<file path="config.mk">
export PLATFORM = sky130hd
export DESIGN_NAME = md_sequencer
export DESIGN_NICKNAME = d
export VERILOG_FILES = /design/src/rtl/md_sequencer.sv
export SDC_FILE = /design/constraint.sdc
export NUM_CORES = 1
export LEC_CHECK = 0
export CORE_MARGIN = 5
export CORE_UTILIZATION = 39
export DETAILED_ROUTE_END_ITERATION = 16
export PLACE_DENSITY = 0.83
export SYNTH_ARGS = -nofsm -noshare
export SYNTH_HDL_FRONTEND = slang
export SYNTH_SLANG_ARGS = --single-unit
</file>
<file path="constraint.sdc">
create_clock -name clock -period 1.9 [get_ports clock]
set_clock_uncertainty 0.05 [all_clocks]
set_input_delay 0.57 -clock clock [delete_from_list [all_inputs] [get_ports clock]]
set_output_delay 0.57 -clock clock [all_outputs]
set_load 0.05 [all_outputs]
</file>
<file path="src/rtl/md_sequencer.sv">
// md_sequencer: issues start pulses to the multi-cycle mult/div unit, stalls EX until it
// finishes, then presents the result and exception flag for exactly one cycle.
//
// Parameters:
//   TIMEOUT_CYCLES - BUSY cycles without md_ready before the watchdog gives up
//   CNT_W          - BUSY counter width, 2**CNT_W must exceed TIMEOUT_CYCLES
//
// Ports:
//   clock, reset          - rising-edge clock, synchronous active-high reset
//   ir_ex, op_a, op_b     - EX instruction and its rs/rt operand values
//   flush                 - pipeline kill (taken branch / jump)
//   md_ready, md_result,
//   md_exception          - completion handshake from the mult/div unit
//   ctrl_mult, ctrl_div   - one-cycle start pulses to the unit
//   md_op_a, md_op_b      - operands held for the unit from START onward
//   stall                 - freezes PC, FD, DX and holds EX
//   result_valid, md_out,
//   md_exc                - captured result, valid for one cycle in DONE
//
// Build option:
//   MD_TIMEOUT_EN - when defined, a BUSY phase that reaches TIMEOUT_CYCLES without md_ready
//                   ends in DONE with md_out=0 and md_exc=1. Without it, BUSY waits forever.

module md_sequencer #(
  parameter int TIMEOUT_CYCLES = 40,
  parameter int CNT_W          = 6
) (
  input  logic        clock,
  input  logic        reset,
  input  logic [31:0] ir_ex,
  input  logic [31:0] op_a,
  input  logic [31:0] op_b,
  input  logic        flush,
  input  logic        md_ready,
  input  logic [31:0] md_result,
  input  logic        md_exception,
  output logic        ctrl_mult,
  output logic        ctrl_div,
  output logic [31:0] md_op_a,
  output logic [31:0] md_op_b,
  output logic        stall,
  output logic        result_valid,
  output logic [31:0] md_out,
  output logic        md_exc
);

`ifdef MD_TIMEOUT_EN
  localparam bit TIMEOUT_EN = 1'b1;
`else
  localparam bit TIMEOUT_EN = 1'b0;
`endif

  localparam logic [CNT_W-1:0] CNT_MAX = '1;
  localparam logic [CNT_W-1:0] TO_LAST = CNT_W'(TIMEOUT_CYCLES - 1);

  typedef enum logic [1:0] {
    IDLE,
    START,
    BUSY,
    DONE
  } state_t;

  state_t           state;
  logic [CNT_W-1:0] cnt;

  logic is_rtype;
  logic is_mult;
  logic is_div;
  logic is_md;
  logic issue;
  logic timeout;

  assign is_rtype = ir_ex[31:27] == 5'b00000;
  assign is_mult  = is_rtype && (ir_ex[6:2] == 5'b00110);
  assign is_div   = is_rtype && (ir_ex[6:2] == 5'b00111);
  assign is_md    = is_mult || is_div;

  assign issue = (state == IDLE) && is_md && !flush;

  // The IDLE term stalls in the same cycle the op is seen, so EX
  // holds the instruction while START is being entered.
  assign stall = issue
              || (state == START)
              || (state == BUSY);

  // cnt counts completed BUSY cycles; on the BUSY cycle where it
  // equals TIMEOUT_CYCLES-1 the TIMEOUT_CYCLES-th idle cycle ends.
  assign timeout = TIMEOUT_EN && (cnt >= TO_LAST);

  always_ff @(posedge clock) begin
    if (reset) begin
      state        <= IDLE;
      cnt          <= '0;
      ctrl_mult    <= 1'b0;
      ctrl_div     <= 1'b0;
      md_op_a      <= '0;
      md_op_b      <= '0;
      result_valid <= 1'b0;
      md_out       <= '0;
      md_exc       <= 1'b0;
    end else begin
      ctrl_mult    <= 1'b0;
      ctrl_div     <= 1'b0;
      result_valid <= 1'b0;

      unique case (state)
        IDLE: begin
          if (issue) begin
            state     <= START;
            md_op_a   <= op_a;
            md_op_b   <= op_b;
            // Registered here so the pulse is high for the START
            // cycle only; the op type rides in these two flops.
            ctrl_mult <= is_mult;
            ctrl_div  <= is_div;
          end
        end

        START: begin
          // The unit cannot answer yet, so md_ready is not looked at.
          cnt   <= '0;
          state <= flush ? IDLE : BUSY;
        end

        BUSY: begin
          if (cnt != CNT_MAX) begin
            cnt <= cnt + 1'b1;
          end
          // A kill wins over a same-cycle completion; the result is
          // dropped and md_out/md_exc keep their previous values.
          if (flush) begin
            state <= IDLE;
          end else if (md_ready) begin
            state        <= DONE;
            md_out       <= md_result;
            md_exc       <= md_exception;
            result_valid <= 1'b1;
          end else if (timeout) begin
            state        <= DONE;
            md_out       <= '0;
            md_exc       <= 1'b1;
            result_valid <= 1'b1;
          end
        end

        DONE: begin
          // result_valid is already registered high for this cycle,
          // even if flush is asserted; the consumer discards it.
          state <= IDLE;
        end

        default: begin
          state <= IDLE;
        end
      endcase
    end
  end

endmodule

</file>
==> results by group, run 1 <==
Floorplanning
  – Core box area: 0.0108 mm²
  – Die footprint: 0.0132 mm²
  – Cell row count: 38
  – I/O pins: 234
  – Vert. Die Dim: 115 µm
  – Effective utilization at floorplan: 39.6%
  – Chip width: 115 µm

Run
  – Maxcap violations: 0

Placement
  – Setup WS pre-CTS: -472 ps
  – Area after DPL: 0.00636 mm²
  – PortBufs: 211
  – Routability cong.: 0.802
  – Dpl hpwl: 8.83 mm

Drt
  – Top Metal Used: met4
  – Drt pass-1 iters: 4
  – Iteration-0 DRC Markers: 138
  – ANT nets after route: 0
  – Met2 WL: 5.66 mm
  – Vias per inst: 4.65
  – WL/cell: 14.9 µm
  – WL final: 12.0 mm
  – Total number of vias: 3749
  – Routed metal-1 wirelength: 4.76 mm
  – Drt drc: 0
  – Met3 wire len: 1.37 mm

Logic synthesis
  – Syn nets: 579
  – Simple-Gate Fraction of Synth Area: 27.3%
  – Gate Count Post-Synth: 446
  – #FFs+latches synth: 102
  – YS warnings: 0
  – Unique cell type count in the Yosys netlist: 23
  – Syn_area_per_cell: 9.63 µm²
  – Mux contribution to synthesized area: 14.9%
  – Largest family of logic cells by synthesized area: simple AND/OR/NAND/NOR gates
  – Adder-cell share of the synthesized area: 0%
  – Cell Area, Synth: 0.00430 mm²
  – Synth Area in XOR/XNOR: 0.204%
  – Synth Area in Compound Gates: 4.02%
  – Register area share after synthesis: 47.5%

STA
  – FMAX: 0.502 GHz
  – Worst Tran Pin Value: 275 ps
  – Unrepaired setup endpoints after global routing: yes
  – Fin crit period: 1990 ps
  – Hold Vio Cnt, Final: 0
  – Final setup margin: -91.1 ps
  – Finish-stage setup viols: 1
  – Relative slew slack: 81.5%
  – Final Cycle Share: 105%
  – Pins Over Slew Limit: 0

Critical path
  – CP startpoint kind: input pin
  – Critical Path Start: ir_ex[27]
  – Worst Path Arrival: 1370 ps
  – CP required: 1280 ps
  – Critical Path Sink Type: primary output
  – R2r startpoint: state[0]
  – WS Path Type: in -> out
  – Critical Path Fanout Max: 2

Layout
  – Diodes inserted: 0
  – Area growth from synthesis to layout: 54.7%
  – Nets: 796
  – Commonest non-fill, non-tap cell in the layout: nand2b_1
  – Commonest non-fill, non-tap cells in the layout: 128 x nand2b_1, 120 x buf_4, 100 x dfxtp_1
  – Sequential Area: 0.00205 mm²
  – Layout cells sized above 1: 24.0%
  – Multi-input gate area: 0.00205 mm²
  – Fillers: 881
  – Design area: 0.00664 mm²

Clock network
  – Num CTS Buffers: 9
  – Root Driver: clkbuf_8
  – Clk sinks: 102
  – Clock transition at path regs: 80 ps
  – Clock tree buffer depth: 2
  – H-tree depth: 3
  – CTS tree: yes
  – Hold-fix buffers, CTS: 0
  – Clock latency on the worst-skew pair: 360 ps

Hold path
  – HP Start: md_out[28]
  – HP Class: reg -> reg

Outcome
  – Failing checks: negative setup slack
  – Outcome: complete, but fails checks

Global routing
  – GRT Overall Usage: 17.6%
  – Vias in the first global route: 3751
  – Gr ovfl total: 0
  – Largest net degree at the start of global routing: 93
  – First-pass GRT wire length: 18.4 mm
  – Initial antenna violation count: 0

Power and ir drop
  – PwrDens: 564 mW/mm²
  – Worst ir drop on vdd: 0.482 mV
  – P_leak: 2.55 nW
[area by class of cell]
class | count | share of cell area, %
sequential | 102 | 30.8
clock buffer | 14 | 2.45
clock inverter | 1 | 0.0753
tap | 140 | 2.64
timing repair buffer | 240 | 33.1
multi-input combinational | 309 | 30.9
inverter | 1 | 0.0565
[where the power goes]
group / switching, mW / internal (mW)
logic: 0.108 / 0.270
registers: 0.000528 / 2.13
clock network: 0.693 / 0.542
total: 0.802 / 2.95
[worst paths after layout]
check                                   to  slack [ps]  depth (start not counted)
worst max-delay path                 stall         -90                          5
worst min-delay path            md_out[28]         400                          2
worst max register to register  md_out[15]          80                          9
worst min register to register  md_out[28]         400                          2
[routing by layer]
layer | GRT usage (%) | vias up
li1 | - | 1874
met1 | 20.0 | 1704
met2 | 29.2 | 154
met3 | 7.11 | 17
met4 | 7.51 | 0
met5 | 0 | -
[what timing repair did]
item / CTS / global route
gates cloned: 0 / 1
pin swaps: 5 / 3
gates resized for setup: 38 / 2
endpoints found under the hold margin: 0 / 0
setup buffers: 10 / 1
setup endpoints to repair: 43 / 12
[registers in the layout (all words and copies together) (netlist names)]
name	flops
md_op_b	32
md_op_a	32
result_valid	1
md_exc	1
state	2
ctrl_div	1
md_out	32
ctrl_mult	1
[through the flow]
step,hold WS (ps),cells,util [%],power [mW],TNS [ps]
after floorplan,463,446,-,2.30,0
after global placement,393,782,58.7,2.56,-27410
after detailed placement,399,782,58.7,2.57,-31890
after CTS,410,807,61.1,3.80,-80.3
after global routing,427,807,61.3,3.92,-177
final,405,807,61.3,3.75,-91.1
[cells by family (layout without fill, tap and decap cells)]
| kind of cell | Yosys count | after routing |
|---|---|---|
| compound gates | 34 | 34 |
| xor+xnor | 1 | 1 |
| buf+inv | 35 | 256 |
| flops | 102 | 102 |
| mux | 64 | 64 |
| simple gates | 210 | 210 |
[worst max-delay path, stage by stage]
cell and delay, ps:
clkdlybuf4s15_1 190, nor4_2 210, nand3_1 140, nand2_2 110
buf_12 140
[cells in the mapped netlist]
master       n  area (µm²)
nand3_1      1        5.00
nor4bb_1     1        10.0
and3_2       1        7.51
nor4_1       2        12.5
clkbuf_1    18        67.6
nand4bb_1    1        11.3
dfxtp_1    102        2040
a211oi_1     1        7.51
buf_6        1        11.3
a21oi_1     33         165
buf_12       7         140
inv_1        1        3.75
nand3b_1     1        7.51
nor4b_2      2        30.0
mux2i_1     64         641
buf_1        2        7.51
or3_1        1        6.26
nor3_1       4        20.0
buf_2        6        30.0
xnor2_1      1        8.76
nand2b_1   128         801
nor4b_1      1        8.76
nand2_1     67         251
Note: power is estimated with default switching activity, not from simulation.
==> run 2, diff against run 1 <==
--- a/config.mk
+++ b/config.mk
@@ -6,9 +6,10 @@
 export NUM_CORES = 1
 export LEC_CHECK = 0
 export CORE_MARGIN = 5
-export CORE_UTILIZATION = 39
+export CORE_UTILIZATION = 63
 export DETAILED_ROUTE_END_ITERATION = 16
-export PLACE_DENSITY = 0.83
+export DONT_BUFFER_PORTS = 1
+export PLACE_DENSITY = 0.81
 export SYNTH_ARGS = -nofsm -noshare
 export SYNTH_HDL_FRONTEND = slang
 export SYNTH_SLANG_ARGS = --single-unit
==> run 2 against run 1 <==
  * The run still ends with negative setup slack left
  * Maximum frequency grew 2.3%
  * Sequential share of layout area grew 14 points
  * Sequential power barely moved
  * Count of clock-buffer cells in the layout decreased by 5
  * Combinational power fell by 77%
  * Critical path depth down 1
  * Die area down 35%
  * Critical path type unchanged
==> results by group, run 2 (synthesized netlist as in run 1, its figures left out) <==
Outcome
  – Outcome: complete, but fails checks
  – Failing checks: negative setup slack

Layout
  – Layout Cells excl Fill: 518 (-36%)
  – Multi-input gate area: 0.00203 mm² (-0.91%)
  – Commonest non-fill, non-tap cells in the layout: 128 x nand2b_1, 101 x dfxtp_1, 66 x nand2_1
  – Diodes inserted: 0 (unchanged)
  – Top flop regs: md_op_a: 32 flops, md_op_b: 32 flops, md_out: 32 flops
  – Sequential Area: 0.00204 mm² (-0.18%)
  – Fillers: 501 (-43%)
  – Design area: 0.00454 mm² (-32%)
  – Commonest non-fill, non-tap cell in the layout: nand2b_1
  – Layout cells sized above 1: 7.99% (-16 points)
  – Nets: 566 (-29%)
  – Area growth from synthesis to layout: 5.71%

Drt
  – WL/cell: 17.7 µm (+19%)
  – ANT nets after route: 0 (unchanged)
  – Drt drc: 0 (unchanged)
  – WL final: 9.19 mm (-24%)
  – Total number of vias: 2883 (-23%)
  – Vias per inst: 5.57 (+20%)
  – Drt pass-1 iters: 4 (unchanged)
  – Iteration-0 DRC Markers: 91 (-34%)

Global routing
  – Initial antenna violation count: 0 (unchanged)
  – Largest net degree at the start of global routing: 166 (+78%)
  – Vias in the first global route: 2898 (-23%)
  – Gr ovfl total: 0 (unchanged)
  – First-pass GRT wire length: 14.4 mm (-22%)
  – GRT Overall Usage: 21.2% (+3.6 points)

Placement
  – Placed cell count: 502 (-36%)
  – Routability cong.: 0.798 (-0.54%)
  – Area after DPL: 0.00430 mm² (-32%)
  – Dpl hpwl: 6.77 mm (-23%)
  – PortBufs: 0 (-100%)

Critical path
  – Max incr delay on CP: 340 ps (+130 ps)
  – Critical Path Sink Type: primary output
  – WS Path Type: in -> out
  – Bufs and invs on worst path: 1 (-1)
  – Critical Path, Cell by Cell: nor4b_2, nand3_1, nand2_2, buf_12
  – CP required: 1280 ps (about the same)
  – FF-to-FF path depth: 5 (-4)
  – Stages on worst setup path: 4 (-1)
  – Worst Path Arrival: 1330 ps (-40 ps)
  – CP max-delay cell: nor4b_2
  – Critical Path Fanout Max: 2 (unchanged)
  – Critical Path Start: ir_ex[6]
  – R2r startpoint: state[1]
  – Top Family by Delay on Critical Path: simple AND/OR/NAND/NOR gates
  – CP startpoint kind: input pin

Clock network
  – Clock tree buffer depth: 2 (unchanged)
  – Clock transition at path regs: 90 ps (about the same)
  – Num CTS Buffers: 9 (unchanged)
  – Hold-fix buffers, CTS: 0 (unchanged)
  – Setup Fix Bufs, Post-CTS: 0 (-10)
  – Clock latency on the worst-skew pair: 340 ps (-20 ps)
  – Root Driver: clkbuf_8
  – Clk sinks: 102 (unchanged)
  – H-tree depth: 3 (unchanged)
  – CTS tree: yes

Hold path
  – HP Class: in -> reg
  – HP Start: flush
  – Worst hold stages: 1 (-1)

STA
  – Unrepaired setup endpoints after global routing: yes
  – Fin crit period: 1950 ps (-45.7 ps)
  – Finish-stage setup viols: 1 (unchanged)
  – Final Cycle Share: 102% (-2.4 points)
  – Pins Over Slew Limit: 0 (unchanged)
  – Worst Tran Pin Value: 571 ps (+296 ps)
  – Relative slew slack: 61.9% (-20 points)
  – Hold Vio Cnt, Final: 0 (unchanged)
  – Final setup margin: -45.4 ps (+45.7 ps)
  – FMAX: 0.514 GHz (+2.3%)

Floorplanning
  – Cell row count: 30 (-21%)
  – Die footprint: 0.00857 mm² (-35%)
  – Core box area: 0.00672 mm² (-38%)
  – Chip width: 92.6 µm (-19%)
  – I/O pins: 234 (unchanged)
  – Vert. Die Dim: 92.6 µm (-19%)
  – Effective utilization at floorplan: 63.9% (+24 points)

Power and ir drop
  – Worst ir drop on vdd: 0.510 mV (+5.9%)
  – P_leak: 1.45 nW (-43%)
  – PwrDens: 817 mW/mm² (+45%)

Run
  – Maxcap violations: 0 (unchanged)
[run 2: cell types whose count changed in the layout (fill, tap and decap cells not counted), moves of 2 or more]
cell / delta
buf_12: -5
clkbuf_1: -3
bufinv_16: +2
clkdlybuf4s15_1: -4
buf_2: -4
clkbuf_8: -2
clkdlybuf4s50_1: -99
buf_4: -115
clkinvlp_4: +2
[run 2: final cells by class]
| class | count | share of cell area (%) |
|---|---|---|
| inverters | 1 | 0.0827 |
| repair buffers | 10 | 3.03 |
| multi-input cells | 309 | 44.8 |
| well taps | 80 | 2.20 |
| flip-flops and latches | 102 | 45.0 |
| clock inverters | 7 | 2.15 |
| clock buffers | 9 | 2.73 |
[run 2: repair_timing]
item / in CTS / in global routing
pin swaps: 2 / 0
resized for setup: 4 / 0
setup endpoints to repair: 1 / 1
[run 2: final timing paths]
check	to	slack, ps
worst max-delay path	stall	-50
worst min-delay path	state[1]	240
worst max register to register	md_op_b[25]	250
worst min register to register	state[0]	560
[run 2: worst reg2reg max path, cell delays in order, from the launching register on]
cell,delay [ps]
dfxtp_1,330
buf_4,160
nor4b_2,280
and3_4,300
buf_12,230
mux2i_1,240
[run 2: report_power, final]
group          switching (mW)  internal (mW)  total, mW
Clock                   0.737          0.747       1.48
Sequential            0.00399           2.14       2.14
Combinational          0.0212         0.0649     0.0861
[run 2: stage by stage]
step	TNS [ps]	total power, mW	hold slack [ps]	utilization [%]	worst slack (ps)
2_1_floorplan	0	2.30	463	-	13.7
3_3_place_gp	-83.3	2.27	533	64.0	-83.3
3_5_place_dp	-65.0	2.28	540	64.0	-65.0
4_1_cts	-58.8	3.74	211	67.6	-58.8
5_1_grt	-135	3.86	199	67.6	-135
6_report	-45.4	3.71	239	67.6	-45.4
[run 2: metal layers]
layer	vias to the layer above	part of all wire [%]	routed length, µm	global-route usage (%)
met3	20	12	1110	10.7
met4	0	2.6	235	8.79
li1	1413	-	-	-
met1	1293	36	3290	22.7
met2	157	50	4560	35.2
met5	-	0	0	0
==> run 3, diff against run 2 <==
--- a/config.mk
+++ b/config.mk
@@ -10,6 +10,7 @@
 export DETAILED_ROUTE_END_ITERATION = 16
 export DONT_BUFFER_PORTS = 1
 export PLACE_DENSITY = 0.81
+export REMOVE_ABC_BUFFERS = 1
 export SYNTH_ARGS = -nofsm -noshare
 export SYNTH_HDL_FRONTEND = slang
 export SYNTH_SLANG_ARGS = --single-unit
==> run 3 against run 2 <==
  * The flow still finishes with violations (negative setup slack)
  * Non-clock buffer count rose by 8
  * Count of clock-buffer cells in the layout rose by 1
  * Sequential power barely moved
  * Combinational power rose by 3.4%
  * Maximum frequency fell by 2.9%
  * Utilization rose by 1.8 points
  * First-iteration DRC count fell by 7.7%
  * Setup slack got worse by 58 ps
  * Global-route usage fell by 0.13 points
==> results by group, run 3 (synthesized netlist as in run 1, its figures left out) <==
Drt
  – Vias per inst: 5.64 (+1.3%)
  – Drt drc: 0 (unchanged)
  – Total number of vias: 2967 (+2.9%)
  – WL/cell: 18.7 µm (+5.7%)
  – WL final: 9.86 mm (+7.3%)
  – Drt pass-1 iters: 4 (unchanged)
  – Iteration-0 DRC Markers: 84 (-7.7%)
  – ANT nets after route: 0 (unchanged)

Run
  – Maxcap violations: 0 (unchanged)

STA
  – Final Cycle Share: 105% (+3.0 points)
  – Hold slack: 227 ps (-11.6 ps)
  – Fin crit period: 2000 ps (+57.6 ps)
  – FMAX: 0.499 GHz (-2.9%)
  – Finish-stage setup viols: 1 (unchanged)
  – Pins Over Slew Limit: 0 (unchanged)
  – Final setup margin: -103 ps (-57.6 ps)
  – Unrepaired setup endpoints after global routing: yes
  – Setup_tns: -103 ps (-57.6 ps)
  – Worst Tran Pin Value: 557 ps (-13.2 ps)
  – Relative slew slack: 62.8% (+0.88 points)
  – Hold Vio Cnt, Final: 0 (unchanged)

Critical path
  – FF-to-FF path depth: 7 (+2)
  – Worst Setup EP: stall
  – R2r startpoint: state[0]
  – CP startpoint kind: input pin
  – FF-to-FF End: md_op_a[20]
  – CP required: 1280 ps (about the same)
  – Critical Path Fanout Max: 2 (unchanged)
  – Critical Path Sink Type: primary output
  – WS Path Type: in -> out
  – Critical Path Start: ir_ex[31]
  – Worst Path Arrival: 1380 ps (+50 ps)
  – R2R setup slack: 20 ps (-230 ps)

Placement
  – Routability cong.: 0.834 (+4.5%)
  – Dpl hpwl: 6.64 mm (-1.9%)
  – Placed cell count: 500 (-0.40%)
  – PortBufs: 0 (unchanged)

Floorplanning
  – Chip width: 92.6 µm (unchanged)
  – Vert. Die Dim: 92.6 µm (unchanged)
  – Cell row count: 30 (unchanged)
  – Core box area: 0.00672 mm² (unchanged)
  – Effective utilization at floorplan: 63.9% (unchanged)
  – I/O pins: 234 (unchanged)
  – Die footprint: 0.00857 mm² (unchanged)

Global routing
  – Vias in the first global route: 2886 (-0.41%)
  – Largest net degree at the start of global routing: 166 (unchanged)
  – Initial antenna violation count: 0 (unchanged)
  – First-pass GRT wire length: 14.4 mm (unchanged)
  – Gr ovfl total: 0 (unchanged)
  – GRT Overall Usage: 21.1% (-0.13 points)

Clock network
  – Root Driver: clkbuf_8
  – Clock tree buffer depth: 2 (unchanged)
  – Clock latency on the worst-skew pair: 340 ps (about the same)
  – Clk sinks: 102 (unchanged)
  – Num CTS Buffers: 9 (unchanged)
  – H-tree depth: 3 (unchanged)
  – Hold-fix buffers, CTS: 0 (unchanged)
  – Clock transition at path regs: 90 ps (about the same)
  – CTS tree: yes

Layout
  – Final Util: 69.4% (+1.8 points)
  – Fillers: 523 (+4.4%)
  – Sequential Area: 0.00205 mm² (+0.18%)
  – Multi-input gate area: 0.00205 mm² (+0.68%)
  – Area growth from synthesis to layout: 8.51%
  – Commonest non-fill, non-tap cells in the layout: 128 x nand2b_1, 100 x dfxtp_1, 66 x nand2_1
  – Nets: 574 (+1.4%)
  – Diodes inserted: 0 (unchanged)
  – Top flop regs: md_op_a: 32 flops, md_op_b: 32 flops, md_out: 32 flops
  – Layout Cells excl Fill: 526 (+1.5%)
  – Layout cells sized above 1: 10.1% (+2.1 points)
  – Commonest non-fill, non-tap cell in the layout: nand2b_1

Hold path
  – HP Class: in -> reg

Outcome
  – Outcome: complete, but fails checks
  – Failing checks: negative setup slack

Power and ir drop
  – P_leak: 1.52 nW (+4.3%)
  – Power consumption: 3.54 mW (-4.7%)
  – PwrDens: 759 mW/mm² (-7.1%)
  – Worst ir drop on vdd: 0.473 mV (-7.3%)
run 3: cell count changes in the layout (fill, tap and decap cells not counted), moves of 2 or more:
cell,previous run,this run
clkinv_2,1,3
buf_4,5,8
clkbuf_16,0,4
nor3_2,0,2
clkinvlp_4,2,0
nor3_1,4,2
run 3: worst min-delay path by stage:
stage | endpoint | startpoint | cells past startpoint | slack [ps]
floorplan | state[0] | state[0] | 1 | 490
global placement | result_valid | state[1] | 2 | 540
detailed placement | result_valid | state[1] | 2 | 570
CTS | md_out[23] | reset | 1 | 210
global route | ctrl_mult | ir_ex[2] | 1 | 190
finish | ctrl_mult | ir_ex[2] | 1 | 230
run 3: final cells by class:
class                           instances  area share [%]
Multi-Input combinational cell        309            43.9
Sequential cell                       102            43.9
Clock buffer                           10            2.74
Inverter                                1          0.0805
Tap cell                               80            2.15
Clock inverter                          6            1.34
Timing Repair Buffer                   18            5.83
run 3: timing repair:
action,4_1_cts,5_1_grt
gates resized for setup,5,6
endpoints found under the setup margin,1,16
pin swaps,4,3
buffers inserted,8,1
cloned,0,4
run 3: through the flow:
| stage | setup slack [ps] | cell area (µm²) |
|---|---|---|
| after CTS | -85.2 | 4550 |
| after floorplan | -1460 | 4040 |
| after detailed placement | -58.4 | 4280 |
| after global routing | -167 | 4660 |
| after global placement | 4.96 | 4280 |
| final | -103 | 4660 |
run 3: per-layer routing:
layer	share of wire (%)	vias up	GRT usage [%]
li1	-	1432	-
met2	49	154	34.4
met1	37	1362	23.0
met5	0	-	0
met4	2.5	0	10.0
met3	12	19	9.91
run 3: critical path: stages:
cell	delay, ps
nor4b_1	360
nand3_1	190
nand2_2	120
buf_12	140
run 3: where the power goes:
group          leakage (nW)  internal, mW  switching, mW
clock network         0.100         0.608          0.701
registers             0.822          2.14        0.00402
logic                 0.593        0.0661         0.0229
total                  1.52          2.81          0.728
